[config.mk]
export PLATFORM = sky130hd
export DESIGN_NAME = coco_dump
export DESIGN_NICKNAME = d
export VERILOG_FILES = /design/src/rtl/coco_dump.sv
export SDC_FILE = /design/constraint.sdc
export NUM_CORES = 1
export LEC_CHECK = 0
export CORE_MARGIN = 1
export CORE_UTILIZATION = 60
export DETAILED_ROUTE_END_ITERATION = 10
export GPL_ROUTABILITY_DRIVEN = 0
export HOLD_SLACK_MARGIN = 0.06
export PLACE_DENSITY = 0.92
export SETUP_SLACK_MARGIN = 0.3
export SKIP_CTS_REPAIR_TIMING = 1
export SLEW_MARGIN = 20
export SYNTH_ARGS = -nofsm -noshare
export SYNTH_HDL_FRONTEND = slang
export SYNTH_SLANG_ARGS = --single-unit
[constraint.sdc]
create_clock -name sys_clk -period 5.3 [get_ports sys_clk]
set_input_delay 1.06 -clock sys_clk [delete_from_list [all_inputs] [get_ports sys_clk]]
set_output_delay 1.06 -clock sys_clk [all_outputs]
set_load 0.02 [all_outputs]
[src/rtl/coco_dump.sv]
`timescale 1ns/1ps
`default_nettype none
// +----------------------------------------------------------------------------+
// | coco_dump: scans a count sketch and emits buckets that pass a count filter  |
// | through a 4-entry valid/ready FIFO. Macro COCO_DUMP_THRESH_EN selects the   |
// | threshold filter; otherwise any non-zero count passes.                      |
// | Revision: 1.0                                                               |
// +----------------------------------------------------------------------------+
module coco_dump #(
  parameter int LENGTH = 65536,
  parameter int ADDR_W = 16
) (
  input  logic              sys_clk,
  input  logic              rst_n,
  input  logic              start,
  input  logic [31:0]       threshold,
  output logic              busy,
  output logic              done,
  output logic [ADDR_W-1:0] ram_addr,
  output logic              ram_en,
  input  logic [31:0]       id_rdata,
  input  logic [31:0]       cnt_rdata,
  output logic [31:0]       out_id,
  output logic [31:0]       out_cnt,
  output logic [ADDR_W-1:0] out_addr,
  output logic              out_valid,
  input  logic              out_ready
);

  typedef enum logic [1:0] {
    S_IDLE  = 2'd0,
    S_SCAN  = 2'd1,
    S_DRAIN = 2'd2,
    S_DONE  = 2'd3
  } state_t;

  localparam logic [ADDR_W-1:0] LAST_ADDR = ADDR_W'(LENGTH - 1);

  state_t              state_q, state_d;
  logic [ADDR_W-1:0]   addr_q, addr_d;
  logic [31:0]         thr_q, thr_d;
  logic                inflight_q;
  logic [ADDR_W-1:0]   inflight_addr_q;

  logic [31:0]         fifo_id_q   [4];
  logic [31:0]         fifo_cnt_q  [4];
  logic [ADDR_W-1:0]   fifo_addr_q [4];
  logic [1:0]          wr_ptr_q, rd_ptr_q;
  logic [2:0]          count_q;

  logic                w_issue, w_pass, w_push, w_pop;
  logic [2:0]          w_free;

  // A read is only launched when the FIFO can absorb it plus the one in flight,
  // so a push never meets a full FIFO.
  assign w_free  = 3'd4 - count_q;
  assign w_issue = (state_q == S_SCAN) && (w_free > {2'b00, inflight_q});

`ifdef COCO_DUMP_THRESH_EN
  assign w_pass = (cnt_rdata >= thr_q);
`else
  // Threshold is kept but has no effect on the filter in this build.
  assign w_pass = (cnt_rdata != 32'd0) | (&{1'b0, thr_q});
`endif

  assign w_push = inflight_q && w_pass;
  assign w_pop  = out_valid && out_ready;

  assign out_valid = (count_q != 3'd0);
  assign out_id    = fifo_id_q[rd_ptr_q];
  assign out_cnt   = fifo_cnt_q[rd_ptr_q];
  assign out_addr  = fifo_addr_q[rd_ptr_q];
  assign ram_en    = w_issue;
  assign ram_addr  = addr_q;
  assign busy      = (state_q != S_IDLE);
  assign done      = (state_q == S_DONE);

  always_comb begin
    state_d = state_q;
    addr_d  = addr_q;
    thr_d   = thr_q;
    unique case (state_q)
      S_IDLE: begin
        if (start) begin
          state_d = S_SCAN;
          addr_d  = '0;
          thr_d   = threshold;
        end
      end
      S_SCAN: begin
        if (w_issue) begin
          if (addr_q == LAST_ADDR) state_d = S_DRAIN;
          else                     addr_d  = addr_q + 1'b1;
        end
      end
      S_DRAIN: begin
        if (!inflight_q && (count_q == 3'd0)) state_d = S_DONE;
      end
      S_DONE:  state_d = S_IDLE;
      default: state_d = S_IDLE;
    endcase
  end

  always_ff @(posedge sys_clk or negedge rst_n) begin
    if (!rst_n) begin
      state_q         <= S_IDLE;
      addr_q          <= '0;
      thr_q           <= '0;
      inflight_q      <= 1'b0;
      inflight_addr_q <= '0;
      wr_ptr_q        <= '0;
      rd_ptr_q        <= '0;
      count_q         <= '0;
      for (int i = 0; i < 4; i++) begin
        fifo_id_q[i]   <= '0;
        fifo_cnt_q[i]  <= '0;
        fifo_addr_q[i] <= '0;
      end
    end else begin
      state_q         <= state_d;
      addr_q          <= addr_d;
      thr_q           <= thr_d;
      inflight_q      <= w_issue;
      inflight_addr_q <= addr_q;
      if (w_push) begin
        fifo_id_q[wr_ptr_q]   <= id_rdata;
        fifo_cnt_q[wr_ptr_q]  <= cnt_rdata;
        fifo_addr_q[wr_ptr_q] <= inflight_addr_q;
        wr_ptr_q              <= wr_ptr_q + 2'd1;
      end
      if (w_pop) rd_ptr_q <= rd_ptr_q + 2'd1;
      case ({w_push, w_pop})
        2'b10:   count_q <= count_q + 3'd1;
        2'b01:   count_q <= count_q - 3'd1;
        default: count_q <= count_q;
      endcase
    end
  end

endmodule
`default_nettype wire

After elaboration in Yosys (flattened, before gate mapping). Index checks and enable logic that the tools add are counted.

$add $sub $neg: 6. Magnitude comparators: 4. Equality and inequality tests: 11. Multiplexer cells: 26. Bitwise gates (word level): 2. Reductions and logical operators: 15.

Operators with widths (number): $bwmux 128 (2); $mux 32 (5); $bmux 32 s2 (2); $mux 16 (6); $bwmux 64 (1); $demux 32 s2 (1); $bmux 16 s2 (1); $demux 16 s2 (1); $pmux 16 s2 (1); $reduce_bool 32->1 (1); $add 16x1->16 const B (1); $eq 16x16->1 const B (1); $mux 2 (4); $ne 2x2->1 const B (4); $pmux 2 s4 (1); $reduce_and 4->1 (2); $eq 2x2->1 const B (3); $ge 3x3->1 const B (2); $not 2->3 (2); $pmux 3 s2 (1); $reduce_bool 2->1 (3); $logic_and 1x1->1 (5); $add 2x1->2 const B (2); $eq 2x1->1 const B (2); other kinds (10) (10).

Bits in registers: 362. Input bits: 100. Output and inout port bits: 100. Word-level logic and storage cells: 83.

Longest topological paths before layout. Gate-level depths: netlist (run 1).

Word-level depth: 6. Gate-level depth with buffers: 11. Depth with buffers taken out: 10.

Worst setup path before layout (run 1). OpenSTA, ideal clock, no wires.

Path type: input to register. From: input cnt_rdata[24]. To: register count_q[2]. Library setup time: 0.080 ns. Arrival: 2.785 ns. Data required time: 5.220 ns. Path slack: 2.436 ns. Stages on the path: 11. Path buffers: 1. Cells stage by stage: nor4_1 nand4_1 o21a_1 buf_6 inv_1 ha_1 inv_1 fa_1 xor2_1 nor2_1 xnor2_1.

Word-level cells in the longest chain between the ends: 4. Elaborated cells between the ends (all ways): 6. Classes of those cells: eq/ne: 2; mux: 1; reduce/logical: 3.

Ends and longest elaborated chain: from (decl) (line 22) `input logic [31:0] cnt_rdata,`; $reduce_bool 32->1 (*) (line 63) `assign w_pass = (cnt_rdata != 32'd0) | (&{1'b0, thr_q});`; $logic_and 1x1->1 (*) (line 66) `assign w_push = inflight_q && w_pass;`; $eq 2x1->1 or $eq 2x2->1 (tied branches) (line 132) `case ({w_push, w_pop})`; $pmux 3 s2 or $reduce_bool 2->1 (tied branches); to (signal assigned) (line 133) `2'b10: count_q <= count_q + 3'd1;`; to (signal assigned) (line 134) `2'b01: count_q <= count_q - 3'd1;`; to (signal assigned) (line 135) `default: count_q <= count_q;`; to (decl) (line 49) `logic [2:0] count_q;`.

Every way passes the cells marked *; elsewhere a longest branch is shown, timed or not. A chain may end at the register's enable or synchronous reset.

Worst setup path in the final report (run 1).
From: register rd_ptr_q[0]. To: output out_cnt[21].

Word-level cells in the longest chain between the ends: 4.

Ends and longest elaborated chain: from (decl) (line 48) `logic [1:0] wr_ptr_q, rd_ptr_q;`; from (signal assigned) (line 131) `if (w_pop) rd_ptr_q <= rd_ptr_q + 2'd1;`; $not 2->3 (implied by the code) (line 71) `assign out_cnt = fifo_cnt_q[rd_ptr_q];`; $bmux 32 s2 (line 71); $mux 32 (implied by the code) (2 in a row) (line 71); to (decl) (line 24) `output logic [31:0] out_cnt,`.

No other way between the ends. The select of a mux whose other input is x is not followed.

==> implementation parameters, run 1 <==
Parameter                              Value

Clock network
  TritonCTS clock tree ... yes
  Deepest level of the CTS H-tree ... 2
  CTS sink count ... around 360
  CTS Root Cell ... clkbuf_16
  Clock latency on the worst-skew pair ... around 0.52 ns
  Post-CTS clock slew at the launch and capture registers of the worst setup and hold paths ... about 0.060 ns
  Cts bufs inserted ... 39
  Max Root-Sink Buffers ... 3

Timing
  Min Clock Period, post-route ... a little over 4 ns
  Final hold slack ... between 0.4 and 0.5 ns
  Transition time of the tightest slew-check pin ... about 0.83 ns
  Highest attainable clock frequency ... 0.246 GHz
  Clock tree skew after final layout ... around 0.013 ns
  Share of the cycle needed by the critical path after routing ... 0.767
  Fin. max-slew vios ... 0
  Slew Limit Headroom ... 0.446
  Accumulated negative setup slack ... 0 ns
  Final worst slack ... 1.23 ns
  Final count of negative-setup-slack endpoints ... 0
  Unrepaired setup endpoints after global routing ... false
  Final Hold Violating Endpoints ... 0

Setup path
  Crit end category ... output port
  Max incr delay on CP ... roughly 0.93 ns
  WS Path Type ... reg -> out
  Worst setup SP type ... flip-flop
  Endpoint arrival time on the critical path ... 3.01 ns
  Gate family responsible for the most delay along the worst path ... buffers and inverters
  Maximum fanout along the worst path ... 37
  Required @ worst endpoint ... about 4.2 ns
  Critical path, cell by cell ... buf_4 -> mux4_2 -> clkdlybuf4s50_1
  Cell type of the slowest stage on the worst timing path ... dfrtp_4
  Buffer and inverter count on the worst path ... 2

Route
  Starting DRC count in detailed routing ... 737
  Via density per instance ... ~6.1
  DRC violations left ... 30
  Total vias in the final route ... ~9100
  Detail-routed net length per standard cell ... ~22 µm
  Count of nets left with antenna violations after detail routing ... 0
  Total wirelength of the detailed-routed design ... 32800 µm
  Length of the first detailed-routing pass in iterations ... 8

Logic synthesis
  Number of synthesized flops with an enable pin ... 0
  Cell variety after synth ... 43
  Synthesis Warnings ... 0
  Mapped Cells ... 970
  Total standard cell area after synthesis ... 16100 µm²
  Post-synthesis area per instance ... ~17 µm²
  Async SR Flop Fraction ... 1.00
  Number of register bits inferred by synthesis ... around 360
  Number of nets produced by synthesis ... about 1100
  Leading register cell type out of synthesis ... dfrtp_1
  Share of the yosys chip area belonging to registers ... 0.562

Final layout
  Cell area after layout ... ~19000 µm²
  Commonest non-fill, non-tap cell in the layout ... dfrtp_1
  Sequential cell area in the final layout ... roughly 9100 µm²
  Fraction of final layout cells with drive strength greater than 1 ... 0.383
  Area added between synthesis and finish ... 18.5%
  Net count reported at finish ... between 1000 and 1500
  Number of filler instances in the final layout ... 1578
  Highest-count cells in the layout ignoring fill and taps ... dfrtp_1, mux2_2, clkdlybuf4s50_1, mux4_2, clkbuf_16
  Area of combinational cells with multiple inputs ... between 6000 and 7000 µm²

Die
  Number of top-level pins ... 200
  Starting Density ... 0.615
  Die Span X ... roughly 170 µm
  Area of the core region ... approximately 26000 µm²
  Die area ... around 28000 µm²
  Chip Height ... approximately 170 µm
  Placement row count ... a little under 60

Power and ir drop
  Worst vdd rail ir drop ... about 0.63 mV
  Power density over the cells ... between 700 and 800 nW/µm²
  Net switching power figure ... about 4500 µW
  Leakage power total ... about 0.008 µW
  Clock network fraction of total power ... 0.203
  Total internal power ... around 9100 µW
  Switching part of the total ... 0.333
  Logic pwr share ... 0.444
  Sequential fraction of design power ... 0.353

GRT
  Global-route wire length before repair ... 54400 µm
  Global-route congestion overflow total ... 0
  GRT Overall Usage ... 0.251
  Largest net degree at the start of global routing ... approximately 130
  Initial antenna violation count ... 1
  Vias in the first global route ... around 10000

Placement
  DP Area ... approximately 18000 µm²
  Post-Place Worst Slack ... approximately 0.98 ns
  Sum of net half-perimeters after detailed placement ... slightly below 20000 µm
  Port Buffers ... between 150 and 200

Job
  Maximum Capacitance Violations ... 0

Min path
  Class of the tightest hold or removal check ... reg -> reg

Run status
  Failing checks ... design-rule violations
  Outcome ... complete, but fails checks
-- final timing paths --
kind	from	end	slack, ns	cells after the start
max in group asynchronous	rst_n	fifo_id_q[70]	3.53	2
min in group asynchronous	rst_n	fifo_id_q[109]	0.54	1
max	rd_ptr_q[0]	out_cnt[21]	1.23	3
max reg2reg	inflight_q	fifo_id_q[105]	2.92	3
min	count_q[0]	count_q[0]	0.48	1
min reg2reg	count_q[0]	count_q[0]	0.48	1
-- registers in the layout (all words and copies together), names as in the netlist --
register	count
inflight_q	1
fifo_cnt_q	128
ram_addr	16
fifo_id_q	128
count_q	3
wr_ptr_q	2
rd_ptr_q	2
inflight_addr_q	16
state_q	2
fifo_addr_q	64
-- through the flow --
stage,utilization,total power (µW),instances
2_1_floorplan,-,9000,970
3_3_place_gp,0.678,10600,1426
3_5_place_dp,0.678,10900,1426
4_1_cts,0.728,13700,1493
5_1_grt,0.728,14300,1493
6_report,0.728,13600,1494
-- synthesized netlist by cell type (5+ instances only) --
cell | count | share of area
and2_1 | 5 | 0.0019
buf_12 | 8 | 0.0099
buf_2 | 9 | 0.0028
buf_6 | 20 | 0.014
buf_8 | 5 | 0.0047
clkbuf_1 | 10 | 0.0023
dfrtp_1 | 362 | 0.56
ha_1 | 14 | 0.011
inv_1 | 14 | 0.0033
mux2_1 | 38 | 0.027
mux2_2 | 283 | 0.20
mux4_2 | 80 | 0.11
nand2_1 | 14 | 0.0033
nand3_1 | 17 | 0.0053
nand4_1 | 9 | 0.0035
nor4_1 | 8 | 0.0031
o211ai_1 | 8 | 0.0037
o21ai_0 | 8 | 0.0025
o311ai_0 | 5 | 0.0027
o31ai_1 | 6 | 0.0028
-- area by class of cell --
class                      instances  area share
antenna                            1    0.000131
clock buffer                      56      0.0619
clock inverter                    11     0.00747
inverter                          14     0.00275
multi-input combinational        540       0.338
sequential                       362       0.475
tap                              335      0.0220
timing repair buffer             175      0.0930
-- power groups by stage --
stage	Combinational [µW]	Clock, µW	Sequential, µW
floorplan	4540	0	4450
global placement	5900	0	4730
detailed placement	6060	0	4830
CTS	6110	2820	4810
global route	6390	2930	4970
finish	6030	2770	4800
-- cell families (layout without fill, tap and decap cells) --
group           count (synthesis)  count (layout)  synth area share
compound gates                 34              34            0.0148
simple gates                   81              81            0.0320
other cells                     0               1                 0
xor+xnor                        6               6           0.00326
flops                         362             362             0.562
fa+ha+maj                      15              15            0.0121
buf+inv                        68             256            0.0374
mux                           404             404             0.338
-- routing by layer --
layer / global-route usage / share of wire / vias to the layer above
met5: 0 / 0 / -
met4: 0.0707 / 0.022 / 0
met3: 0.0465 / 0.059 / 61
met1: 0.340 / 0.42 / 4794
met2: 0.420 / 0.49 / 268
li1: - / - / 3983
Power figures use the tool's default switching activity.
==> inputs of run 2 (changes only) <==
CORE_UTILIZATION = 56   (was 60)
PLACE_DENSITY = 0.87   (was 0.92)
clock period = 4.13 ns   (was 5.3 ns; I/O delays follow)
==> run 2 against run 1 <==
  * Critical path depth rose by 4
  * Non-clock buffer count is 21 higher
  * Combinational power rose by 34%
  * The flow now finishes without violations
  * Die area increased by 7.1%
  * Critical path type unchanged
  * Register-to-register slack got worse by 1.2 ns
  * Clock power rose by 22%
  * Power rose by 29%
  * Largest power group unchanged
==> implementation parameters, run 2 (same netlist as run 1, synthesis figures left out) <==
Parameter                              Value

Run status
  Outcome ... complete, no violations

Timing
  Share of the cycle needed by the critical path after routing ... 0.872
  Accumulated negative setup slack ... 0 ns
  Min Clock Period, post-route ... 3.60 ns
  Transition time of the tightest slew-check pin ... approximately 0.95 ns
  Fin. max-slew vios ... 0
  Final Hold Violating Endpoints ... 0
  Slew Limit Headroom ... 0.367
  Highest attainable clock frequency ... 0.278 GHz
  Clock tree skew after final layout ... about 0.009 ns
  Final count of negative-setup-slack endpoints ... 0
  Unrepaired setup endpoints after global routing ... false

Die
  Die Span X ... about 170 µm
  Die area ... 29400 µm²
  Starting Density ... 0.575
  Placement row count ... between 60 and 70
  Chip Height ... between 150 and 200 µm
  Number of top-level pins ... 200
  Area of the core region ... between 20000 and 30000 µm²

Placement
  DP Area ... 18100 µm²
  Port Buffers ... ~170
  Sum of net half-perimeters after detailed placement ... 21300 µm

GRT
  Global-route congestion overflow total ... 0
  Largest net degree at the start of global routing ... ~120
  Global-route wire length before repair ... 53500 µm
  Vias in the first global route ... 9907
  GRT Overall Usage ... 0.236
  Initial antenna violation count ... 2

Setup path
  Endpoint arrival time on the critical path ... 2.77 ns
  Required @ worst endpoint ... 3.30 ns
  Max incr delay on CP ... around 0.56 ns
  Worst setup SP type ... flip-flop
  Crit end category ... output port
  Top cell by count, worst path ... ha_1
  Gate family responsible for the most delay along the worst path ... simple AND/OR/NAND/NOR gates
  Buffer and inverter count on the worst path ... 2
  Maximum fanout along the worst path ... 4
  Critical path, cell by cell ... inv_1 -> ha_1 -> ha_1 -> nand2b_1 -> or2_2 -> and2_1 -> clkdlybuf4s50_1
  WS Path Type ... reg -> out
  Cell type of the slowest stage on the worst timing path ... clkdlybuf4s50_1

Clock network
  Clock latency on the worst-skew pair ... roughly 0.51 ns
  Cts bufs inserted ... 39
  Deepest level of the CTS H-tree ... 2
  CTS Root Cell ... clkbuf_16
  Max Root-Sink Buffers ... 3
  CTS sink count ... approximately 360
  Post-CTS clock slew at the launch and capture registers of the worst setup and hold paths ... about 0.060 ns
  TritonCTS clock tree ... yes

Final layout
  Net count reported at finish ... around 1300
  Area added between synthesis and finish ... 20.4%
  Highest-count cells in the layout ignoring fill and taps ... dfrtp_1, mux2_2, clkdlybuf4s50_1, mux4_2, clkbuf_16
  Cell area after layout ... around 19000 µm²
  Fraction of final layout cells with drive strength greater than 1 ... 0.390
  Largest registers ... fifo_cnt_q x128, fifo_id_q x128, fifo_addr_q x64
  Commonest non-fill, non-tap cell in the layout ... dfrtp_1
  Number of filler instances in the final layout ... about 1800

Job
  Maximum Capacitance Violations ... 0

Route
  Total wirelength of the detailed-routed design ... 33100 µm
  Length of the first detailed-routing pass in iterations ... 4
  Starting DRC count in detailed routing ... 445
  Count of nets left with antenna violations after detail routing ... 0
  Total vias in the final route ... 9088
  Via density per instance ... 5.83
  Detail-routed net length per standard cell ... between 20 and 25 µm
  DRC violations left ... 0

Power and ir drop
  Leakage power total ... approximately 0.0081 µW
  Power density over the cells ... around 900 nW/µm²
  Worst vdd rail ir drop ... 0.565 mV

Min path
  Class of the tightest hold or removal check ... in -> async
==> run 2: layout make-up <==
cell class                 instances  area [µm²]  share of cell area
clock inverter                    10        78.8             0.00407
tap                              378         473              0.0244
antenna                            1        2.50            0.000129
timing repair buffer             196        2090               0.108
inverter                          14        52.6             0.00271
sequential                       362        9070               0.468
multi-input combinational        540        6450               0.333
clock buffer                      59        1170              0.0605
==> run 2: per-stage QoR <==
stage / total power [µW] / cells / hold slack, ns / util / setup WS, ns
finish: 17500 / 1560 / 0.407 / 0.692 / 0.529
global route: 18400 / 1559 / 0.485 / 0.692 / 0.459
CTS: 17700 / 1558 / 0.454 / 0.691 / 0.286
detailed placement: 14300 / 1489 / 0.475 / 0.647 / 0.334
global placement: 13900 / 1489 / 0.460 / 0.647 / 0.391
floorplan: 11500 / 970 / 0.446 / - / 1.50
==> run 2: final timing paths <==
kind / from / endpoint / slack, ns / depth (start not counted)
min in group sys_clk: fifo_addr_q[26] / fifo_addr_q[26] / 0.48 / 1
hold reg to reg: fifo_addr_q[26] / fifo_addr_q[26] / 0.48 / 1
max in group asynchronous: rst_n / fifo_cnt_q[1] / 2.78 / 2
hold / removal: rst_n / fifo_id_q[113] / 0.41 / 1
setup reg to reg: count_q[0] / count_q[2] / 1.73 / 10
setup / recovery: count_q[0] / ram_en / 0.53 / 7
==> run 2: layer usage <==
| metal | global-route usage | share of wire | routed length, µm | vias to the layer above |
|---|---|---|---|---|
| li1 | - | - | - | 4029 |
| met4 | 0.0575 | 0.014 | 475 | 0 |
| met5 | 0 | 0 | 0 | - |
| met1 | 0.314 | 0.42 | 14000 | 4813 |
| met3 | 0.0407 | 0.052 | 1730 | 34 |
| met2 | 0.405 | 0.51 | 16900 | 212 |
==> run 2: power breakdown <==
part / leakage (µW) / internal, µW / switching, µW / total, µW
Sequential: 0.00431 / 5130 / 944 / 6070
Clock: 0.000625 / 2020 / 1340 / 3370
Combinational: 0.00320 / 4550 / 3550 / 8100
Total: 0.00814 / 11700 / 5840 / 17500
